`config.mk`:
```
export PLATFORM = sky130hd
export DESIGN_NAME = cart_mem_responder
export DESIGN_NICKNAME = d
export VERILOG_FILES = /design/src/rtl/cart_mem_responder.sv
export SDC_FILE = /design/constraint.sdc
export NUM_CORES = 1
export LEC_CHECK = 0
export CAP_MARGIN = 20
export CORE_MARGIN = 1.5
export CORE_UTILIZATION = 39
export DETAILED_ROUTE_END_ITERATION = 6
export PLACE_DENSITY_LB_ADDON = 0.08
export SYNTH_ARGS = -nofsm -noshare
export SYNTH_HDL_FRONTEND = slang
export SYNTH_SLANG_ARGS = --single-unit
```
`constraint.sdc`:
```
create_clock -name mclk -period 4 [get_ports mclk]
set_clock_uncertainty 0.15 [all_clocks]
set_input_delay 0.4 -clock mclk [delete_from_list [all_inputs] [get_ports mclk]]
set_output_delay 0.4 -clock mclk [all_outputs]
set_load 0.05 [all_outputs]
```
`src/rtl/cart_mem_responder.sv`:
```
// Serves cartridge ROM/BSRAM strobe accesses from one shared 16-bit memory over a req/ack handshake.
// Miss: mem_req one edge after detection, data captured on the ack edge; ROM buffer hit returns one edge after detection.
module cart_mem_responder #(
  parameter logic        CACHE_EN   = 1'b1,
  parameter logic [24:0] BSRAM_BASE = 25'h1000000
) (
  input  logic        mclk,
  input  logic        rst_n,
  input  logic [23:0] rom_addr,
  input  logic [15:0] rom_d,
  input  logic        rom_ce_n,
  input  logic        rom_oe_n,
  input  logic        rom_we_n,
  input  logic        rom_word,
  output logic [15:0] rom_q,
  input  logic [19:0] bsram_addr,
  input  logic [7:0]  bsram_d,
  input  logic        bsram_ce_n,
  input  logic        bsram_oe_n,
  input  logic        bsram_we_n,
  output logic [7:0]  bsram_q,
  output logic        mem_req,
  output logic        mem_we,
  output logic [24:0] mem_addr,
  output logic [15:0] mem_wdata,
  output logic [1:0]  mem_be,
  input  logic        mem_ack,
  input  logic [15:0] mem_rdata,
  output logic        busy
);

  typedef enum logic [1:0] {IDLE, ROM_ACC, BS_ACC} state_t;

  state_t      state_q, state_d;
  logic        rom_act_q, rom_act_d;
  logic [23:0] rom_prev_addr_q, rom_prev_addr_d;
  logic        rom_prev_we_n_q, rom_prev_we_n_d;
  logic        bs_act_q, bs_act_d;
  logic [19:0] bs_prev_addr_q, bs_prev_addr_d;
  logic        bs_prev_we_n_q, bs_prev_we_n_d;
  logic        rom_pend_q, rom_pend_d;
  logic [23:0] rom_p_addr_q, rom_p_addr_d;
  logic [15:0] rom_p_data_q, rom_p_data_d;
  logic        rom_p_we_q, rom_p_we_d;
  logic        rom_p_word_q, rom_p_word_d;
  logic        bs_pend_q, bs_pend_d;
  logic [19:0] bs_p_addr_q, bs_p_addr_d;
  logic [7:0]  bs_p_data_q, bs_p_data_d;
  logic        bs_p_we_q, bs_p_we_d;
  logic        cur_sel_q, cur_sel_d;
  logic        cur_word_q, cur_word_d;
  logic        cur_we_q, cur_we_d;
  logic [22:0] cur_tag_q, cur_tag_d;
  logic        buf_vld_q, buf_vld_d;
  logic [22:0] buf_tag_q, buf_tag_d;
  logic [15:0] buf_data_q, buf_data_d;
  logic        hit_pend_q, hit_pend_d;
  logic        hit_sel_q, hit_sel_d;
  logic        hit_word_q, hit_word_d;
  logic [15:0] rom_out_q, rom_out_d;
  logic [7:0]  bs_out_q, bs_out_d;
  logic        mem_req_q, mem_req_d;
  logic        mem_we_q, mem_we_d;
  logic [24:0] mem_addr_q, mem_addr_d;
  logic [15:0] mem_wdata_q, mem_wdata_d;
  logic [1:0]  mem_be_q, mem_be_d;

  logic rom_act, bs_act, rom_new, bs_new, rom_hit;

  function automatic logic [15:0] rom_fmt(input logic [15:0] w, input logic word, input logic sel);
    if (word) return w;
    else if (sel) return {w[15:8], w[15:8]};
    else return {w[7:0], w[7:0]};
  endfunction

  function automatic logic [1:0] lane_be(input logic we, input logic word, input logic sel);
    if (!we || word) return 2'b11;
    else if (sel) return 2'b10;
    else return 2'b01;
  endfunction

  assign rom_act = !rom_ce_n && (!rom_oe_n || !rom_we_n);
  assign bs_act  = !bsram_ce_n && (!bsram_oe_n || !bsram_we_n);
  assign rom_new = rom_act && (!rom_act_q || (rom_addr != rom_prev_addr_q) || (rom_we_n != rom_prev_we_n_q));
  assign bs_new  = bs_act && (!bs_act_q || (bsram_addr != bs_prev_addr_q) || (bsram_we_n != bs_prev_we_n_q));
  assign rom_hit = CACHE_EN && rom_new && rom_we_n && buf_vld_q && (buf_tag_q == rom_addr[23:1]);

  always_comb begin
    state_d         = state_q;
    rom_act_d       = rom_act;
    rom_prev_addr_d = rom_addr;
    rom_prev_we_n_d = rom_we_n;
    bs_act_d        = bs_act;
    bs_prev_addr_d  = bsram_addr;
    bs_prev_we_n_d  = bsram_we_n;
    rom_pend_d      = rom_pend_q;
    rom_p_addr_d    = rom_p_addr_q;
    rom_p_data_d    = rom_p_data_q;
    rom_p_we_d      = rom_p_we_q;
    rom_p_word_d    = rom_p_word_q;
    bs_pend_d       = bs_pend_q;
    bs_p_addr_d     = bs_p_addr_q;
    bs_p_data_d     = bs_p_data_q;
    bs_p_we_d       = bs_p_we_q;
    cur_sel_d       = cur_sel_q;
    cur_word_d      = cur_word_q;
    cur_we_d        = cur_we_q;
    cur_tag_d       = cur_tag_q;
    buf_vld_d       = buf_vld_q;
    buf_tag_d       = buf_tag_q;
    buf_data_d      = buf_data_q;
    hit_pend_d      = hit_pend_q;
    hit_sel_d       = hit_sel_q;
    hit_word_d      = hit_word_q;
    rom_out_d       = rom_out_q;
    bs_out_d        = bs_out_q;
    mem_req_d       = mem_req_q;
    mem_we_d        = mem_we_q;
    mem_addr_d      = mem_addr_q;
    mem_wdata_d     = mem_wdata_q;
    mem_be_d        = mem_be_q;

    // The slot is released at issue; the in-flight context lives in cur_*, so a
    // detection arriving while the access is outstanding is never dropped.
    case (state_q)
      IDLE: begin
        if (rom_pend_q) begin
          mem_req_d   = 1'b1;
          mem_we_d    = rom_p_we_q;
          mem_addr_d  = {1'b0, rom_p_addr_q[23:1], 1'b0};
          mem_wdata_d = rom_p_word_q ? rom_p_data_q : {rom_p_data_q[7:0], rom_p_data_q[7:0]};
          mem_be_d    = lane_be(rom_p_we_q, rom_p_word_q, rom_p_addr_q[0]);
          cur_sel_d   = rom_p_addr_q[0];
          cur_word_d  = rom_p_word_q;
          cur_we_d    = rom_p_we_q;
          cur_tag_d   = rom_p_addr_q[23:1];
          rom_pend_d  = 1'b0;
          state_d     = ROM_ACC;
        end else if (bs_pend_q) begin
          mem_req_d   = 1'b1;
          mem_we_d    = bs_p_we_q;
          mem_addr_d  = BSRAM_BASE + {5'd0, bs_p_addr_q[19:1], 1'b0};
          mem_wdata_d = {bs_p_data_q, bs_p_data_q};
          mem_be_d    = lane_be(bs_p_we_q, 1'b0, bs_p_addr_q[0]);
          cur_sel_d   = bs_p_addr_q[0];
          cur_word_d  = 1'b0;
          cur_we_d    = bs_p_we_q;
          bs_pend_d   = 1'b0;
          state_d     = BS_ACC;
        end
      end
      ROM_ACC: begin
        if (mem_ack) begin
          mem_req_d = 1'b0;
          state_d   = IDLE;
          if (!cur_we_q) begin
            rom_out_d = rom_fmt(mem_rdata, cur_word_q, cur_sel_q);
            if (CACHE_EN) begin
              buf_vld_d  = 1'b1;
              buf_tag_d  = cur_tag_q;
              buf_data_d = mem_rdata;
            end
          end
        end
      end
      BS_ACC: begin
        if (mem_ack) begin
          mem_req_d = 1'b0;
          state_d   = IDLE;
          if (!cur_we_q) begin
            bs_out_d = cur_sel_q ? mem_rdata[15:8] : mem_rdata[7:0];
          end
        end
      end
      default: state_d = IDLE;
    endcase

    if (hit_pend_q) begin
      rom_out_d  = rom_fmt(buf_data_q, hit_word_q, hit_sel_q);
      hit_pend_d = 1'b0;
    end

    if (rom_new) begin
      if (rom_hit) begin
        hit_pend_d = 1'b1;
        hit_sel_d  = rom_addr[0];
        hit_word_d = rom_word;
        rom_pend_d = 1'b0;
      end else begin
        rom_pend_d   = 1'b1;
        rom_p_addr_d = rom_addr;
        rom_p_data_d = rom_d;
        rom_p_we_d   = !rom_we_n;
        rom_p_word_d = rom_word;
      end
      if (!rom_we_n && buf_vld_d && (buf_tag_d == rom_addr[23:1])) begin
        if (rom_word) buf_data_d = rom_d;
        else if (rom_addr[0]) buf_data_d[15:8] = rom_d[7:0];
        else buf_data_d[7:0] = rom_d[7:0];
      end
    end

    if (bs_new) begin
      bs_pend_d   = 1'b1;
      bs_p_addr_d = bsram_addr;
      bs_p_data_d = bsram_d;
      bs_p_we_d   = !bsram_we_n;
    end
  end

  always_ff @(posedge mclk) begin
    if (!rst_n) begin
      state_q         <= IDLE;
      rom_act_q       <= 1'b0;
      rom_prev_addr_q <= '0;
      rom_prev_we_n_q <= 1'b1;
      bs_act_q        <= 1'b0;
      bs_prev_addr_q  <= '0;
      bs_prev_we_n_q  <= 1'b1;
      rom_pend_q      <= 1'b0;
      rom_p_addr_q    <= '0;
      rom_p_data_q    <= '0;
      rom_p_we_q      <= 1'b0;
      rom_p_word_q    <= 1'b0;
      bs_pend_q       <= 1'b0;
      bs_p_addr_q     <= '0;
      bs_p_data_q     <= '0;
      bs_p_we_q       <= 1'b0;
      cur_sel_q       <= 1'b0;
      cur_word_q      <= 1'b0;
      cur_we_q        <= 1'b0;
      cur_tag_q       <= '0;
      buf_vld_q       <= 1'b0;
      buf_tag_q       <= '0;
      buf_data_q      <= '0;
      hit_pend_q      <= 1'b0;
      hit_sel_q       <= 1'b0;
      hit_word_q      <= 1'b0;
      rom_out_q       <= '0;
      bs_out_q        <= '0;
      mem_req_q       <= 1'b0;
      mem_we_q        <= 1'b0;
      mem_addr_q      <= '0;
      mem_wdata_q     <= '0;
      mem_be_q        <= '0;
    end else begin
      state_q         <= state_d;
      rom_act_q       <= rom_act_d;
      rom_prev_addr_q <= rom_prev_addr_d;
      rom_prev_we_n_q <= rom_prev_we_n_d;
      bs_act_q        <= bs_act_d;
      bs_prev_addr_q  <= bs_prev_addr_d;
      bs_prev_we_n_q  <= bs_prev_we_n_d;
      rom_pend_q      <= rom_pend_d;
      rom_p_addr_q    <= rom_p_addr_d;
      rom_p_data_q    <= rom_p_data_d;
      rom_p_we_q      <= rom_p_we_d;
      rom_p_word_q    <= rom_p_word_d;
      bs_pend_q       <= bs_pend_d;
      bs_p_addr_q     <= bs_p_addr_d;
      bs_p_data_q     <= bs_p_data_d;
      bs_p_we_q       <= bs_p_we_d;
      cur_sel_q       <= cur_sel_d;
      cur_word_q      <= cur_word_d;
      cur_we_q        <= cur_we_d;
      cur_tag_q       <= cur_tag_d;
      buf_vld_q       <= buf_vld_d;
      buf_tag_q       <= buf_tag_d;
      buf_data_q      <= buf_data_d;
      hit_pend_q      <= hit_pend_d;
      hit_sel_q       <= hit_sel_d;
      hit_word_q      <= hit_word_d;
      rom_out_q       <= rom_out_d;
      bs_out_q        <= bs_out_d;
      mem_req_q       <= mem_req_d;
      mem_we_q        <= mem_we_d;
      mem_addr_q      <= mem_addr_d;
      mem_wdata_q     <= mem_wdata_d;
      mem_be_q        <= mem_be_d;
    end
  end

  assign rom_q     = rom_out_q;
  assign bsram_q   = bs_out_q;
  assign mem_req   = mem_req_q;
  assign mem_we    = mem_we_q;
  assign mem_addr  = mem_addr_q;
  assign mem_wdata = mem_wdata_q;
  assign mem_be    = mem_be_q;
  // Buffer hits are deliberately left out: they never occupy the memory port.
  assign busy      = rom_pend_q || bs_pend_q || (state_q != IDLE);

endmodule

```
==> impl_metrics.json, run 1 <==
{
  "rr_worst_depth": 9,
  "dp_cells": 1705,
  "worstPathCellList": "inv_1, ha_1, nand3b_4, mux2i_1, o22ai_1, or4_1, or4_1, or3_1, a221oi_2",
  "drt-initial-drc-count": 631,
  "firstDrtPassIters": 7,
  "comb_power_share": 0.155,
  "worst-path-stages": 9,
  "nets": 1455,
  "ys_ff_latch": 259,
  "hold_depth": 3,
  "clock_latency_ns": 0.56,
  "critPathKind": "reg -> reg",
  "core-area_mm2": 0.0279,
  "ys_seq_area_frac": 0.466,
  "synth_top_flop_cell": "dfxtp_1",
  "yosys_warnings": 0,
  "grt_pass1_wl_mm": 50.1,
  "synth_edf_count": 0,
  "wl_mm": 32.6,
  "die-area_mm2": 0.0295,
  "io_buffers": 162,
  "cts_buffer_depth": 3,
  "io_pins": 164,
  "ir_worst_vdd_mv": 0.325,
  "p_per_area_mw_per_mm2": 473,
  "core.rowCount": 61,
  "final_cell_count_no_fill": 1760,
  "cts.sinks": 259,
  "hold_buffers": 0,
  "syn-cell-area_mm2": 0.0111,
  "routabilityCongestion": 0.919,
  "post_cts_resized": 0,
  "crit_arrival_ns": 3.98,
  "initial_core_util": 0.398,
  "antenna_left": 0,
  "dp_hpwl_mm": 23.6,
  "cts_buffers": 29,
  "swShare": 0.271,
  "highest_layer": "met4",
  "cp_max_fo": 14,
  "viasPerCell": 5.18,
  "switchingPower_mw": 1.82,
  "slew_headroom": 0.269,
  "synth_fp_nets": 1317,
  "drive_gt1_frac": 0.0782,
  "start_kind": "flip-flop",
  "timing.fmax_mhz": 272,
  "fin_tns_setup_ns": 0,
  "m1WireLength_mm": 14.4,
  "critPathTopFamily": "simple AND/OR/NAND/NOR gates",
  "met3_length_mm": 1.25,
  "cap_violations": 0,
  "path_common_cell": "or4_1",
  "hold_viol": 0,
  "dr_wl_met2_mm": 16.3,
  "p_clk_frac": 0.425,
  "async_flop_share": 0,
  "cp.buffers_inverters": 1,
  "p_int_mw": 4.90,
  "wl_per_cell_um": 18.5,
  "synth_cells": 1220,
  "cts_tree": "built",
  "period_needed_ns": 3.67,
  "outcome": "finished, final reports clean",
  "antenna_found_initial": 1,
  "layout_common_cells": "dfxtp_1, nor2_1, clkdlybuf4s50_1",
  "cts_setup_buffers": 0,
  "gr-total-overflow": 0,
  "min_path_type": "in -> reg",
  "area_growth_pct": 28.0,
  "min_period_over_period": 0.918,
  "setup_violations": 0,
  "max_stage_delay_ns": 0.63,
  "end_kind": "flip-flop",
  "rsz0062_at_grt": "false",
  "cts-root-buf": "clkbuf_16",
  "grt_usage": 0.219,
  "slowest_stage": "or4_1",
  "seqPwrFrac": 0.419,
  "leakage_nw": 5.50,
  "tightest_slew_ns": 1.09,
  "slew_violations": 0,
  "die_w_um": 172,
  "final_common_cell": "dfxtp_1",
  "fp.dieH_um": 172,
  "htree_levels": 1,
  "grt_max_degree": 74,
  "vias": 9120,
  "clk_pin_slew_ns": 0.06,
  "syn_area_per_cell_um2": 9.11,
  "ys_types": 55,
  "cp_data_required_time_ns": 4.31,
  "drc": 0,
  "grt_pass1_vias": 8835
}
routing by layer:
metal	up-vias	track usage
met5	-	0
met4	0	0.0480
met3	41	0.0306
met2	186	0.397
met1	4352	0.275
li1	4541	-
tightest hold or removal path: stages:
cell	delay [ns]
buf_2	0.13
inv_6	0.18
nor2_1	0.15
layout make-up:
class | count | area, um^2
fill | 2686 | 13700
sequential | 259 | 5180
clock buffer | 36 | 812
antenna | 1 | 2.50
clock inverter | 18 | 231
timing repair buffer | 198 | 1930
tap | 378 | 473
multi-input combinational | 852 | 5520
inverter | 18 | 72.6
state kept, by name, indices dropped and copies added, names as in the netlist, 2 cells and up:
register,count
buf_data_q,16
buf_tag_q,23
state_q,2
mem_wdata,16
rom_p_data_q,16
bs_prev_addr_q,20
mem_be,2
bs_p_data_q,8
rom_p_addr_q,24
mem_addr,24
rom_prev_addr_q,24
bs_p_addr_q,20
rom_q,16
cur_tag_q,23
bsram_q,8
per-stage QoR:
stage / hold slack [ns] / cell area [um^2] / power, mW / worst slack [ns] / utilization
6_report: 0.201 / 14200 / 6.72 / 0.330 / 0.509
2_1_floorplan: 0.286 / 11100 / 3.50 / 0.543 / -
3_3_place_gp: 0.301 / 13200 / 3.92 / 0.160 / 0.471
5_1_grt: 0.240 / 14200 / 6.98 / 0.102 / 0.509
3_5_place_dp: 0.308 / 13200 / 3.93 / 0.0673 / 0.472
4_1_cts: 0.194 / 14200 / 6.80 / 0.347 / 0.509
logic make-up (layout without fill, tap and decap cells):
kind of cell | after synthesis | after routing | synth area share
muxes | 150 | 150 | 0.137
adders and majority gates | 3 | 3 | 0.00338
xor gates and xnor gates | 58 | 58 | 0.0457
AOI/OAI and AO/OA | 242 | 242 | 0.144
buffers and inverters | 109 | 270 | 0.0385
DFF | 259 | 259 | 0.466
and+or+nand+nor | 398 | 398 | 0.164
other | 1 | 2 | 0.000337
cell usage after synthesis, types with 14 or more instances:
master      n  area share
inv_1      18      0.0061
clkbuf_1   66       0.022
xor2_1     24       0.019
nor2_1    163       0.055
nand2_1   110       0.037
a211oi_1   55       0.037
o21ai_0    29       0.013
nor4_1     14      0.0079
mux2i_1   141        0.13
a21oi_1    82       0.037
buf_1      17      0.0057
xnor2_1    34       0.027
dfxtp_1   259        0.47
nand2b_1   21       0.012
and2_1     39       0.022
power by group through the flow:
stage          Sequential, mW  Clock, mW  Combinational [mW]
6_report                 2.82       2.86                1.05
5_1_grt                  2.83       3.02                1.12
4_1_cts                  2.82       2.92                1.05
3_5_place_dp             2.88          0                1.05
3_3_place_gp             2.88          0                1.04
2_1_floorplan            3.04          0               0.465
path summary, 6_finish.rpt:
kind,start,end,slack (ns)
max,state_q[1]$_SDFFE_PN0P_,buf_data_q[14]$_SDFF_PN0_,0.33
min,rst_n,rom_p_data_q[2]$_SDFFE_PN0P_,0.20
max reg2reg,state_q[1]$_SDFFE_PN0P_,buf_data_q[14]$_SDFF_PN0_,0.33
min reg2reg,mem_addr[22]$_SDFFE_PN0P_,mem_addr[22]$_SDFFE_PN0P_,0.31
Note: power is estimated with default switching activity, not from simulation.
==> inputs of run 2 (changes only) <==
--- a/config.mk
+++ b/config.mk
@@ -6,6 +6,7 @@
 export NUM_CORES = 1
 export LEC_CHECK = 0
 export CAP_MARGIN = 20
+export CORE_ASPECT_RATIO = 1.25
 export CORE_MARGIN = 1.5
 export CORE_UTILIZATION = 39
 export DETAILED_ROUTE_END_ITERATION = 6
==> run 2 against run 1 <==
Effect of this change:
- combinational power is essentially flat
- count of clock-buffer cells in the layout grew 8
- critical endpoint unchanged
- largest cell class unchanged
- design area shrank 0.66%
- highest routed layer unchanged
- global-route usage grew 0.56 points
==> impl_metrics.json, run 2 (synthesized netlist as in run 1, its figures left out) <==
{
  "outcome": "finished, final reports clean",
  "final_common_cell": "dfxtp_1",
  "crit_arrival_ns": 3.88,
  "io_pins": 164,
  "start_kind": "flip-flop",
  "min_period_over_period": 0.894,
  "grt_max_degree": 79,
  "nFillCells": 2674,
  "viasPerCell": 5.28,
  "fin_tns_setup_ns": 0,
  "timing.fmax_mhz": 280,
  "io_buffers": 162,
  "drive_gt1_frac": 0.0719,
  "die_w_um": 154,
  "ir_worst_vdd_mv": 0.302,
  "pre_cts_slack_ns": 0.144,
  "drc": 0,
  "nets": 1452,
  "fp.dieH_um": 192,
  "antenna_left": 0,
  "area_growth_pct": 27.1,
  "utilization": 0.508,
  "cts-root-buf": "clkbuf_16",
  "core.rowCount": 68,
  "p_per_area_mw_per_mm2": 468,
  "die-area_mm2": 0.0295,
  "initial_core_util": 0.400,
  "htree_levels": 1,
  "setup_ws_ns": 0.425,
  "dp_hpwl_mm": 24.1,
  "grt_usage": 0.225,
  "n_antenna_cell": 0,
  "firstDrtPassIters": 4,
  "hold_buffers": 0,
  "grt_pass1_wl_mm": 51.8,
  "cts_buffer_depth": 3,
  "end_kind": "flip-flop",
  "hold_viol": 0,
  "slew_headroom": 0.294,
  "cts_tree": "built",
  "rsz0062_at_grt": "false",
  "tightest_slew_ns": 1.06,
  "finalPower_mw": 6.61,
  "critPathKind": "reg -> reg",
  "period_needed_ns": 3.57,
  "whs_ns": 0.201,
  "post_cts_resized": 0,
  "antenna_found_initial": 0,
  "min_path_type": "in -> reg",
  "gr-total-overflow": 0,
  "setup_violations": 0,
  "cap_violations": 0,
  "leakage_nw": 5.47,
  "cp_max_fo": 13,
  "wl_per_cell_um": 19.3,
  "grt_pass1_vias": 9051,
  "cts_buffers": 28,
  "wl_mm": 33.3,
  "drt-initial-drc-count": 390,
  "clk_pin_slew_ns": 0.06,
  "cp_data_required_time_ns": 4.31,
  "slew_violations": 0,
  "layout_common_cells": "dfxtp_1, nor2_1, clkdlybuf4s50_1",
  "routabilityCongestion": 0.878,
  "cts.sinks": 259,
  "vias": 9126,
  "cts_setup_buffers": 0,
  "clock_latency_ns": 0.55,
  "core-area_mm2": 0.0278
}
run 2: changes by cell type in the layout (fill, tap and decap cells not counted), moves of 2 or more:
cell,delta
buf_4,-2
clkinvlp_4,-4
bufinv_16,-2
clkbuf_1,+5
clkinv_2,-5
clkbuf_8,+4
run 2: where the power goes:
| group | switching, mW | total (mW) | internal [mW] | leakage [nW] |
|---|---|---|---|---|
| clock network | 1.08 | 2.74 | 1.67 | 0.485 |
| logic | 0.630 | 1.05 | 0.419 | 2.87 |
| registers | 0.0974 | 2.82 | 2.72 | 2.12 |
run 2: final cells by class:
| cell class | count | area (um^2) | area share |
|---|---|---|---|
| Clock buffer | 44 | 861 | 0.0609 |
| Clock inverter | 8 | 133 | 0.00938 |
| Sequential cell | 259 | 5180 | 0.367 |
| Tap cell | 350 | 438 | 0.0310 |
| Multi-Input combinational cell | 852 | 5520 | 0.391 |
| Inverter | 18 | 72.6 | 0.00514 |
| Timing Repair Buffer | 196 | 1920 | 0.136 |
run 2: worst max-delay path, cell delays in order (launching register included):
cell	delay, ns
dfxtp_1	0.36
inv_1	0.08
ha_1	0.24
nand3b_4	0.25
mux2i_1	0.33
o22ai_1	0.11
or4_1	0.51
or4_1	0.60
or3_1	0.56
a221oi_2	0.28
run 2: stage by stage:
stage                     instances  instance area [um^2]
after global routing           1727                 14100
after detailed placement       1675                 13100
after global placement         1674                 13100
after floorplan                1220                 11100
after CTS                      1727                 14100
final                          1727                 14100
run 2: path summary, 6_finish.rpt:
| check | from | cells past startpoint | to | slack, ns |
|---|---|---|---|---|
| min | rst_n | 3 | rom_prev_addr_q[23]$_SDFF_PN0_ | 0.20 |
| max | state_q[1]$_SDFFE_PN0P_ | 9 | buf_data_q[14]$_SDFF_PN0_ | 0.43 |
| max reg2reg | state_q[1]$_SDFFE_PN0P_ | 9 | buf_data_q[14]$_SDFF_PN0_ | 0.43 |
| min reg2reg | mem_addr[21]$_SDFFE_PN0P_ | 2 | mem_addr[21]$_SDFFE_PN0P_ | 0.31 |
run 2: per-layer routing:
layer  track usage  share of wire
met1         0.259           0.40
met2         0.429           0.53
met3        0.0278          0.041
met4        0.0717          0.029
met5             0              0
==> inputs of run 3 (changes only) <==
--- a/config.mk
+++ b/config.mk
@@ -10,6 +10,7 @@
 export CORE_MARGIN = 1.5
 export CORE_UTILIZATION = 39
 export DETAILED_ROUTE_END_ITERATION = 6
+export MAX_ROUTING_LAYER = met4
 export PLACE_DENSITY_LB_ADDON = 0.08
 export SYNTH_ARGS = -nofsm -noshare
 export SYNTH_HDL_FRONTEND = slang
==> run 3 against run 2 <==
Effect of this change:
- final cell count is 0.12% higher
- via count up 0.73%
- worst setup slack improved by 0.028 ns
- fmax rose by 0.79%
- sequential power about the same
- combinational power hardly changed
- critical path depth unchanged
==> impl_metrics.json, run 3 (synthesized netlist as in run 1, its figures left out) <==
{
  "start_kind": "flip-flop",
  "comb_power_share": 0.162,
  "hold_viol": 0,
  "leakage_nw": 5.48,
  "worstPathCellList": "inv_1, ha_1, nand3b_4, mux2i_1, o22ai_1, or4_1, or4_1, or3_1, a221oi_2",
  "period_needed_ns": 3.55,
  "p_clk_frac": 0.405,
  "wl_per_cell_um": 19.5,
  "viasPerCell": 5.32,
  "setup_ws_ns": 0.453,
  "gr-max-usage-layer": "met2",
  "met1_usage": 0.264,
  "area_growth_pct": 27.2,
  "n_antenna_cell": 0,
  "cts_tree": "built",
  "dp_hpwl_mm": 24.6,
  "cp_data_required_time_ns": 4.31,
  "slew_violations": 0,
  "cts_buffer_depth": 3,
  "seqPwrFrac": 0.433,
  "die-area_mm2": 0.0295,
  "nets": 1455,
  "core.rowCount": 68,
  "layout_common_cells": "dfxtp_1, nor2_1, clkdlybuf4s50_1",
  "io_pins": 164,
  "vias": 9193,
  "drive_gt1_frac": 0.0703,
  "p_int_mw": 4.71,
  "switchingPower_mw": 1.80,
  "end_kind": "flip-flop",
  "grt_max_degree": 65,
  "cts.sinks": 259,
  "clk_pin_slew_ns": 0.06,
  "post_cts_resized": 0,
  "wl_mm": 33.7,
  "cap_violations": 0,
  "slew_headroom": 0.273,
  "slowest_stage": "or4_1",
  "path_common_cell": "or4_1",
  "routabilityCongestion": 0.917,
  "min_period_over_period": 0.887,
  "antenna_found_initial": 0,
  "clock_latency_ns": 0.54,
  "antenna_left": 0,
  "gr-total-overflow": 0,
  "grt_util_met3": 0.0269,
  "crit_arrival_ns": 3.86,
  "outcome": "finished, final reports clean",
  "core-area_mm2": 0.0278,
  "hold_buffers": 0,
  "setup_violations": 0,
  "htree_levels": 1,
  "p_per_area_mw_per_mm2": 461,
  "pre_cts_slack_ns": 0.137,
  "drt-initial-drc-count": 405,
  "swShare": 0.277,
  "final_cell_count_no_fill": 1729,
  "io_buffers": 162,
  "grt_pass1_wl_mm": 51.5,
  "finalPower_mw": 6.51,
  "fin_tns_setup_ns": 0,
  "critPathKind": "reg -> reg",
  "timing.fmax_mhz": 282,
  "grtUsageMet2": 0.422,
  "cts_setup_buffers": 0,
  "cts_buffers": 28,
  "firstDrtPassIters": 5,
  "drc": 0,
  "max_stage_delay_ns": 0.60,
  "fp.dieH_um": 192,
  "initial_core_util": 0.400,
  "cts-root-buf": "clkbuf_16",
  "cp_max_fo": 10,
  "ir_worst_vdd_mv": 0.325,
  "min_path_type": "in -> reg",
  "dp_cells": 1677,
  "rsz0062_at_grt": "false",
  "tightest_slew_ns": 1.09,
  "grt_usage": 0.231,
  "final_common_cell": "dfxtp_1",
  "grt_pass1_vias": 8861,
  "die_w_um": 154
}
[run 3: area by class of cell]
cell class | count | area, um^2
fill | 2665 | 13700
multi-input combinational | 852 | 5520
sequential | 259 | 5180
timing repair buffer | 199 | 1990
clock buffer | 42 | 793
tap | 350 | 438
clock inverter | 9 | 138
inverter | 18 | 72.6
[run 3: worst paths after layout]
path / from / endpoint / depth (start not counted) / slack (ns)
max reg2reg: state_q[1]$_SDFFE_PN0P_ / buf_data_q[14]$_SDFF_PN0_ / 9 / 0.45
min reg2reg: mem_addr[21]$_SDFFE_PN0P_ / mem_addr[21]$_SDFFE_PN0P_ / 2 / 0.31
min: rst_n / rom_p_addr_q[20]$_SDFFE_PN0P_ / 3 / 0.17
max: state_q[1]$_SDFFE_PN0P_ / buf_data_q[14]$_SDFF_PN0_ / 9 / 0.45
[run 3: per-stage QoR]
stage | instance area [um^2] | hold WS [ns] | util
final | 14100 | 0.171 | 0.508
after global routing | 14100 | 0.189 | 0.508
after CTS | 14100 | 0.157 | 0.507
after detailed placement | 13200 | 0.300 | 0.474
after global placement | 13200 | 0.298 | 0.473
after floorplan | 11100 | 0.286 | -
[run 3: critical path: cells and delay by family (launching register included)]
family,cells,cell delay (ns)
buffers and inverters,1,0.07
AND/OR/NAND/NOR,4,1.89
AO/OA/AOI/OAI,2,0.40
adder cells (fa/ha/maj),1,0.24
multiplexers,1,0.35
flip-flops,1,0.35
[run 3: power by group through the flow]
stage               Sequential, mW  Clock [mW]  Combinational (mW)
floorplan                     3.04           0               0.465
global placement              2.88           0                1.05
detailed placement            2.88           0                1.06
CTS                           2.82        2.70                1.06
global route                  2.83        2.81                1.14
finish                        2.82        2.64                1.05
[run 3: layer usage]
metal,wire length [um],vias to the layer above,part of all wire
li1,-,4543,-
met3,1360,56,0.040
met4,948,0,0.028
met5,0,-,0
met2,17500,225,0.52
met1,13800,4369,0.41
